==> config.mk <==
export PLATFORM = sky130hd
export DESIGN_NAME = mainfsm
export DESIGN_NICKNAME = d
export VERILOG_FILES = /design/src/rtl/mainfsm.sv
export SDC_FILE = /design/constraint.sdc
export NUM_CORES = 1
export LEC_CHECK = 0
export ABC_AREA = 1
export CAP_MARGIN = 5
export CORE_ASPECT_RATIO = 1.4
export CORE_UTILIZATION = 40
export DETAILED_ROUTE_END_ITERATION = 16
export PLACE_DENSITY = 0.76
export SLEW_MARGIN = 20
export SYNTH_ARGS = -nofsm -noshare
export SYNTH_HDL_FRONTEND = slang
export SYNTH_SLANG_ARGS = --single-unit
==> constraint.sdc <==
create_clock -name clk -period 1.8 [get_ports clk]
set_input_delay 0.27 -clock clk [delete_from_list [all_inputs] [get_ports clk]]
set_output_delay 0.27 -clock clk [all_outputs]
set_load 0.01 [all_outputs]
==> src/rtl/mainfsm.sv <==
// Multicycle MIPS-style main control FSM with retired-instruction counter and sticky illegal flag.
// Optional BNE support is enabled by defining MAINFSM_BNE_EN.
`timescale 1ns/1ps
module mainfsm #(
  parameter int unsigned    OPW      = 6,
  parameter int unsigned    CNTW     = 16,
  parameter logic [OPW-1:0] OP_RTYPE = OPW'('h00),
  parameter logic [OPW-1:0] OP_LW    = OPW'('h23),
  parameter logic [OPW-1:0] OP_SW    = OPW'('h2B),
  parameter logic [OPW-1:0] OP_BEQ   = OPW'('h04),
  parameter logic [OPW-1:0] OP_BNE   = OPW'('h05),
  parameter logic [OPW-1:0] OP_ADDI  = OPW'('h08),
  parameter logic [OPW-1:0] OP_J     = OPW'('h02)
) (
  input  logic            clk,
  input  logic            reset,
  input  logic [OPW-1:0]  op,
  input  logic            mem_ready,
  output logic            iord,
  output logic            irwrite,
  output logic            pcwrite,
  output logic            memwrite,
  output logic            regwrite,
  output logic            regdst,
  output logic            memtoreg,
  output logic            alusrca,
  output logic            branch,
  output logic            branchne,
  output logic [1:0]      alusrcb,
  output logic [1:0]      pcsrc,
  output logic [1:0]      aluop,
  output logic [3:0]      state,
  output logic            illegal,
  output logic [CNTW-1:0] instret
);

  typedef enum logic [3:0] {
    StFetch   = 4'd0,
    StDecode  = 4'd1,
    StMemAdr  = 4'd2,
    StMemRd   = 4'd3,
    StMemWb   = 4'd4,
    StMemWr   = 4'd5,
    StExecute = 4'd6,
    StAluWb   = 4'd7,
    StBranch  = 4'd8,
    StAddiEx  = 4'd9,
    StAddiWb  = 4'd10,
    StJump    = 4'd11,
    StBnex    = 4'd12,
    StTrap    = 4'd15
  } state_e;

  state_e          state_q, state_d;
  logic            illegal_q, illegal_d;
  logic [CNTW-1:0] instret_q, instret_d;
  logic            retire;

  function automatic state_e decode_op(input logic [OPW-1:0] opc);
    state_e nxt;
    nxt = StTrap;
    if (opc == OP_LW || opc == OP_SW) nxt = StMemAdr;
    else if (opc == OP_RTYPE)         nxt = StExecute;
    else if (opc == OP_BEQ)           nxt = StBranch;
    else if (opc == OP_ADDI)          nxt = StAddiEx;
    else if (opc == OP_J)             nxt = StJump;
`ifdef MAINFSM_BNE_EN
    else if (opc == OP_BNE)           nxt = StBnex;
`else
    else if (opc == OP_BNE)           nxt = StTrap;
`endif
    return nxt;
  endfunction

  // State register and counters
  always_ff @(posedge clk or posedge reset) begin
    if (reset) begin
      state_q   <= StFetch;
      illegal_q <= 1'b0;
      instret_q <= '0;
    end else begin
      state_q   <= state_d;
      illegal_q <= illegal_d;
      instret_q <= instret_d;
    end
  end

  // Next-state logic; unused codes 13-14 recover to FETCH through the default arm.
  always_comb begin
    state_d = state_q;
    case (state_q)
      StFetch:   if (mem_ready) state_d = StDecode;
      StDecode:  state_d = decode_op(op);
      StMemAdr:  state_d = (op == OP_SW) ? StMemWr : StMemRd;
      StMemRd:   if (mem_ready) state_d = StMemWb;
      StMemWb:   state_d = StFetch;
      StMemWr:   if (mem_ready) state_d = StFetch;
      StExecute: state_d = StAluWb;
      StAluWb:   state_d = StFetch;
      StBranch:  state_d = StFetch;
      StAddiEx:  state_d = StAddiWb;
      StAddiWb:  state_d = StFetch;
      StJump:    state_d = StFetch;
`ifdef MAINFSM_BNE_EN
      StBnex:    state_d = StFetch;
`endif
      StTrap:    state_d = StTrap;
      default:   state_d = StFetch;
    endcase
  end

  // An instruction retires on the edge that leaves its terminal state.
  always_comb begin
    retire = 1'b0;
    case (state_q)
      StMemWb, StAluWb, StBranch, StAddiWb, StJump: retire = 1'b1;
      StMemWr: retire = mem_ready;
`ifdef MAINFSM_BNE_EN
      StBnex:  retire = 1'b1;
`endif
      default: retire = 1'b0;
    endcase
  end

  always_comb begin
    instret_d = instret_q + {{(CNTW-1){1'b0}}, retire};
    illegal_d = illegal_q | (state_d == StTrap);
  end

  // Moore outputs; FETCH additionally gates its IR/PC writes with mem_ready.
  always_comb begin
    iord     = 1'b0;
    irwrite  = 1'b0;
    pcwrite  = 1'b0;
    memwrite = 1'b0;
    regwrite = 1'b0;
    regdst   = 1'b0;
    memtoreg = 1'b0;
    alusrca  = 1'b0;
    branch   = 1'b0;
    branchne = 1'b0;
    alusrcb  = 2'b00;
    pcsrc    = 2'b00;
    aluop    = 2'b00;
    case (state_q)
      StFetch: begin
        alusrcb = 2'b01;
        irwrite = mem_ready;
        pcwrite = mem_ready;
      end
      StDecode: alusrcb = 2'b11;
      StMemAdr: begin
        alusrca = 1'b1;
        alusrcb = 2'b10;
      end
      StMemRd: iord = 1'b1;
      StMemWb: begin
        memtoreg = 1'b1;
        regwrite = 1'b1;
      end
      StMemWr: begin
        iord     = 1'b1;
        memwrite = 1'b1;
      end
      StExecute: begin
        alusrca = 1'b1;
        aluop   = 2'b10;
      end
      StAluWb: begin
        regdst   = 1'b1;
        regwrite = 1'b1;
      end
      StBranch: begin
        alusrca = 1'b1;
        aluop   = 2'b01;
        pcsrc   = 2'b01;
        branch  = 1'b1;
      end
      StAddiEx: begin
        alusrca = 1'b1;
        alusrcb = 2'b10;
      end
      StAddiWb: regwrite = 1'b1;
      StJump: begin
        pcsrc   = 2'b10;
        pcwrite = 1'b1;
      end
`ifdef MAINFSM_BNE_EN
      StBnex: begin
        alusrca  = 1'b1;
        aluop    = 2'b01;
        pcsrc    = 2'b01;
        branchne = 1'b1;
      end
`endif
      default: ;
    endcase
  end

  assign state   = state_q;
  assign illegal = illegal_q;
  assign instret = instret_q;

endmodule

== After elaboration in Yosys (flattened, before gate mapping) ==
Index checks and enable logic that the tools add are counted.
Operators by class
  add/sub/neg operators: 1
  $mul: 0
  divide/modulo/power cells: 0
  magnitude comparators: 0
  equality and inequality tests: 18
  shifts and indexed selects: 0
  multiplexer cells: 23
  bitwise logic cells: 1
  reduce and logical (&&, ||, !) cells: 8
Operators with widths (count)
  4-bit one-hot mux with 8 select lines: 1
  4-bit equality test (second input constant): 6
  4-bit two-way mux: 5
  16-bit by 1-bit adder with 16-bit output: 1
  4-bit by 3-bit equality test with 1-bit output (second input constant): 4
  6-bit equality test (second input constant): 2
  3-bit two-way mux: 4
  4-bit by 2-bit equality test with 1-bit output (second input constant): 2
  1-bit two-way mux: 8
  2-bit one-hot mux with 2 select lines: 2
  6-bit by 2-bit equality test with 1-bit output (second input constant): 1
  6-bit by 3-bit equality test with 1-bit output (second input constant): 1
  6-bit by 4-bit equality test with 1-bit output (second input constant): 1
  6-bit logical NOT: 1
  2-bit one-hot mux with 3 select lines: 1
  5-bit OR reduction: 1
  4-bit by 1-bit equality test with 1-bit output (second input constant): 1
  4-bit logical NOT: 1
  1-bit one-hot mux with 2 select lines: 2
  2-bit OR reduction: 2
  4-bit OR reduction: 1
  3-bit OR reduction: 1
  1-bit logical OR: 1
  1-bit OR: 1
Storage, ports and cells
  register bits: 21
  latch bits: 0
  memory bits (writable): 0
  ROM bits: 0
  bits of input ports: 9
  output and inout bits: 37
  memories kept: 0

== Longest topological paths before layout ==
  depth in word-level cells: 9
  mapped depth: 12
  depth with buffers taken out: 12

== Least setup slack after synthesis ==
No wires, ideal clock.
  path type: register to register
  start point: register state_q[3] (netlist: state[3])
  end point: register instret_q[14] (netlist: instret[14])
  library setup time: 0.079 ns
  data arrival time: 1.960 ns
  required time: 1.721 ns
  path slack: -0.240 ns
  cell stages (with the launch flop): 13
  clock period less this slack: 2.040 ns
  cell sequence: dfrtp_1 inv_2 nand2_2 nor2_2 inv_1 o211ai_1 ha_1 ha_1 nand2_1 nor2_2 nand3_1 nor2_1 xor2_1
On the way
  cells in the longest elaborated chain, start to end: 4
RTL lines
  from (decl): line 54  | state_e state_q, state_d;
  from (signal assigned): line 78  | state_q <= StFetch;
  from (signal assigned): line 82  | state_q <= state_d;
  4-bit by 3-bit equality test with 1-bit output / 4-bit equality test (equally long branches): line 115  | case (state_q)
  5-bit OR reduction: line 115
  1-bit one-hot mux with 2 select lines (*): line 115
  16-bit by 1-bit adder with 16-bit output (*): line 126  | instret_d = instret_q + {{(CNTW-1){1'b0}}, retire};
  via instret_d[14]: line 56  | logic [CNTW-1:0] instret_q, instret_d;
  to (signal assigned): line 84  | instret_q <= instret_d;
  to (decl): line 56
The timed path passes the listed nets; every way through them passes the cells marked *.

== Worst setup path after layout ==
  start point: register state_q[3] (netlist: state[3])
  end point: register instret_q[11] (netlist: instret[11])
Same word-level chain as after synthesis.

==> metrics <==
status finished, violations left; failing checks negative setup slack; CP max stage delay 420 ps; warnings from Yosys 0; clk slew on worst S/H paths 80 ps; setup slack after layout -255 ps; Reg-to-Reg Start state[3]$_DFF_PP0_; worst-case reg-to-reg path depth 12; fraction of layout cells with a size suffix above 1 0.364; CTS tree yes; clock buffers created by TritonCTS 3; maximum clock rate 487 MHz; number of vias per cell 4.70; Netlist cell types 23; GP Congestion 0.862; total grt overflow 0; vias in the first global route 1283; fin crit share 1.14; H-tree depth 1; required time of the critical path 1990 ps; input/output buffers 44; Core Region 2940 um2; CP cell instances inv_2 > nand2_4 > nor2_4 > inv_2 > o211ai_1 > ha_2 > buf_6 > nand3_4 > nor2_4 > nand3_2 > nor2_2 > xor2_1; hold_buf cts 0; Die ar. 3410 um2; Remaining DRCs 0; Syn Area/Cell 7.79 um2; syn nets 174; Pins Over Slew Limit 0; final setup fails 13; row cnt 23; first-pass GRT wire length 5.38 mm; WHS 277 ps; I/O pin count 46; vias 1311; Reg area 529 um2; root buffer cell clkbuf_8; Area growth syn-to-layout 67.8%; Leak Pwr 1.13 nW; Arrival @ worst endpoint 2240 ps; worst-path fanout max 4; Max Buffers Root-to-Sink 2; Antenna diodes 0; DIE WIDTH 49.6 um; register area share after synthesis 0.414; Starting Density 0.433; Max VDD drop 0.000308 V; Final ANT Viol Nets 0; Critical Path Stages 12; worst clock skew 3.06 ps; Mapped Area 1270 um2; RSZ-0062 raised after global routing yes; largest net degree at the start of global routing 14; Crit-path slowest cell dfrtp_2; fillers 231; total track usage 0.208; final design utilization 0.726; WS Path Type reg2reg; CP bufs+invs 3; Yosys reg bits 21; DRT Pass-1 Iters 4; initial DRC count 17; Critical Path Start state[3]$_DFF_PP0_; dpl hpwl 2.69 mm; Max Cap Viol 0; Startpoint Class register; CTS sink cnt 21; register-to-register setup slack -260 ps; Post-Synthesis Cells 163; per-cell routed wire length 12.4 um; wirelength, routed 3.45 mm; initial antenna violation count 0; Pwr Density 389 nW/um2; chip height 68.7 um; worst setup path end instret[11]$_DFF_PP0_; reg-to-reg endpoint instret[11]$_DFF_PP0_; Clk Latency, worst-skew pair 260 ps; Final Hold Vio Count 0; cell family with most CP delay simple AND/OR/NAND/NOR gates; clock period minus worst slack 2060 ps; nets 254; area taken by multi-input logic gates 751 um2; crit end category register; pre-CTS setup slack -363 ps; min-delay worst type in2async
-- sequential cells by signal, summed over array words and instances (netlist names) --
name     flops
state        4
instret     16
illegal      1
-- what timing repair did --
item / 4_1_cts / 5_1_grt
resized for setup: 36 / 16
buffers inserted: 7 / 4
pin swaps: 9 / 9
endpoints found under the hold margin: 0 / 0
endpoints found under the setup margin: 26 / 22
-- final cells by class --
cell class                      instances  area share
Multi-Input combinational cell        116       0.352
Timing Repair Buffer                   78       0.315
Clock buffer                            3      0.0194
Sequential cell                        21       0.248
Clock inverter                          1     0.00235
Tap cell                               37      0.0217
Inverter                               23      0.0405
-- stage by stage --
| step | setup TNS, ps | instance area, um2 | instances | total power [W] |
|---|---|---|---|---|
| final | -2290 | 2130 | 279 | 0.000829 |
| after global placement | -1450 | 1960 | 264 | 0.000529 |
| after CTS | -1660 | 2070 | 275 | 0.000838 |
| after detailed placement | -2860 | 1960 | 264 | 0.000531 |
| after floorplan | -771 | 1320 | 163 | 0.000502 |
| after global routing | -3690 | 2130 | 279 | 0.000861 |
-- cells in the mapped netlist (all sizes together) --
cell type / instances / area [um2]
xnor2: 2 / 17.5
nand2: 38 / 158
nor3: 6 / 40.0
xor2: 12 / 105
dfrtp: 21 / 526
conb: 1 / 3.75
nand4: 3 / 18.8
a21oi: 1 / 8.76
o211ai: 2 / 15.0
o21ai: 4 / 20.0
nor3b: 1 / 7.51
inv: 23 / 86.3
nor2: 33 / 151
buf: 3 / 22.5
nand3: 11 / 65.1
ha: 2 / 25.0
-- how the worst min path moves through the flow --
stage                                     start               endpoint  slack (ps)  cells after the start
after floorplan                           reset      illegal$_DFF_PP0_         250                      1
after global placement    instret[15]$_DFF_PP0_  instret[15]$_DFF_PP0_         450                      1
after detailed placement      illegal$_DFF_PP0_      illegal$_DFF_PP0_         450                      2
after CTS                                 reset      illegal$_DFF_PP0_         280                      2
after global routing                      reset      illegal$_DFF_PP0_         300                      2
final                                     reset      illegal$_DFF_PP0_         280                      2
-- per-layer routing --
| layer | track usage | share of wire | up-vias |
|---|---|---|---|
| li1 | - | - | 657 |
| met1 | 0.215 | 0.39 | 631 |
| met2 | 0.431 | 0.59 | 21 |
| met3 | 0.0219 | 0.017 | 2 |
| met4 | 0.0679 | 0.0075 | 0 |
| met5 | 0 | 0 | - |
-- cells in the final DEF (no fill, tap or decap), types with 4 or more instances in the layout --
| master | n |
|---|---|
| buf_4 | 33 |
| clkdlybuf4s15_1 | 4 |
| clkdlybuf4s50_1 | 28 |
| dfrtp_1 | 18 |
| dlygate4sd2_1 | 7 |
| inv_1 | 16 |
| inv_2 | 7 |
| nand2_1 | 28 |
| nand2_2 | 5 |
| nand2_4 | 5 |
| nand3_1 | 8 |
| nor2_1 | 18 |
| nor2_2 | 9 |
| nor2_4 | 6 |
| nor3_1 | 4 |
| xor2_1 | 12 |
-- report_power, final --
part           switching [W]  leakage, nW  total [W]  internal (W)
Clock               0.000153       0.0255   0.000307      0.000154
Sequential                 0        0.240   0.000471      0.000471
Combinational      0.0000269        0.860  0.0000503     0.0000234
-- worst register-to-register path, cell delays in order (launching register included) --
cell and delay, ps:
dfrtp_2 420, inv_2 90, nand2_4 80, nor2_4 100
inv_2 40, o211ai_1 230, ha_2 270, buf_6 110
nand3_4 80, nor2_4 190, nand3_2 120, nor2_2 130
xor2_1 140
-- cells by family (layout without fill, tap and decap cells) --
family,Yosys count,in the layout,share of synthesized area
buffers and inverters,26,105,0.0857
adder cells (fa/ha/maj),2,2,0.0197
XOR/XNOR,14,14,0.0966
AO/OA/AOI/OAI,7,7,0.0345
flip-flops,21,21,0.414
AND/OR/NAND/NOR,92,92,0.347
other,1,1,0.00295
Power figures use the tool's default switching activity.
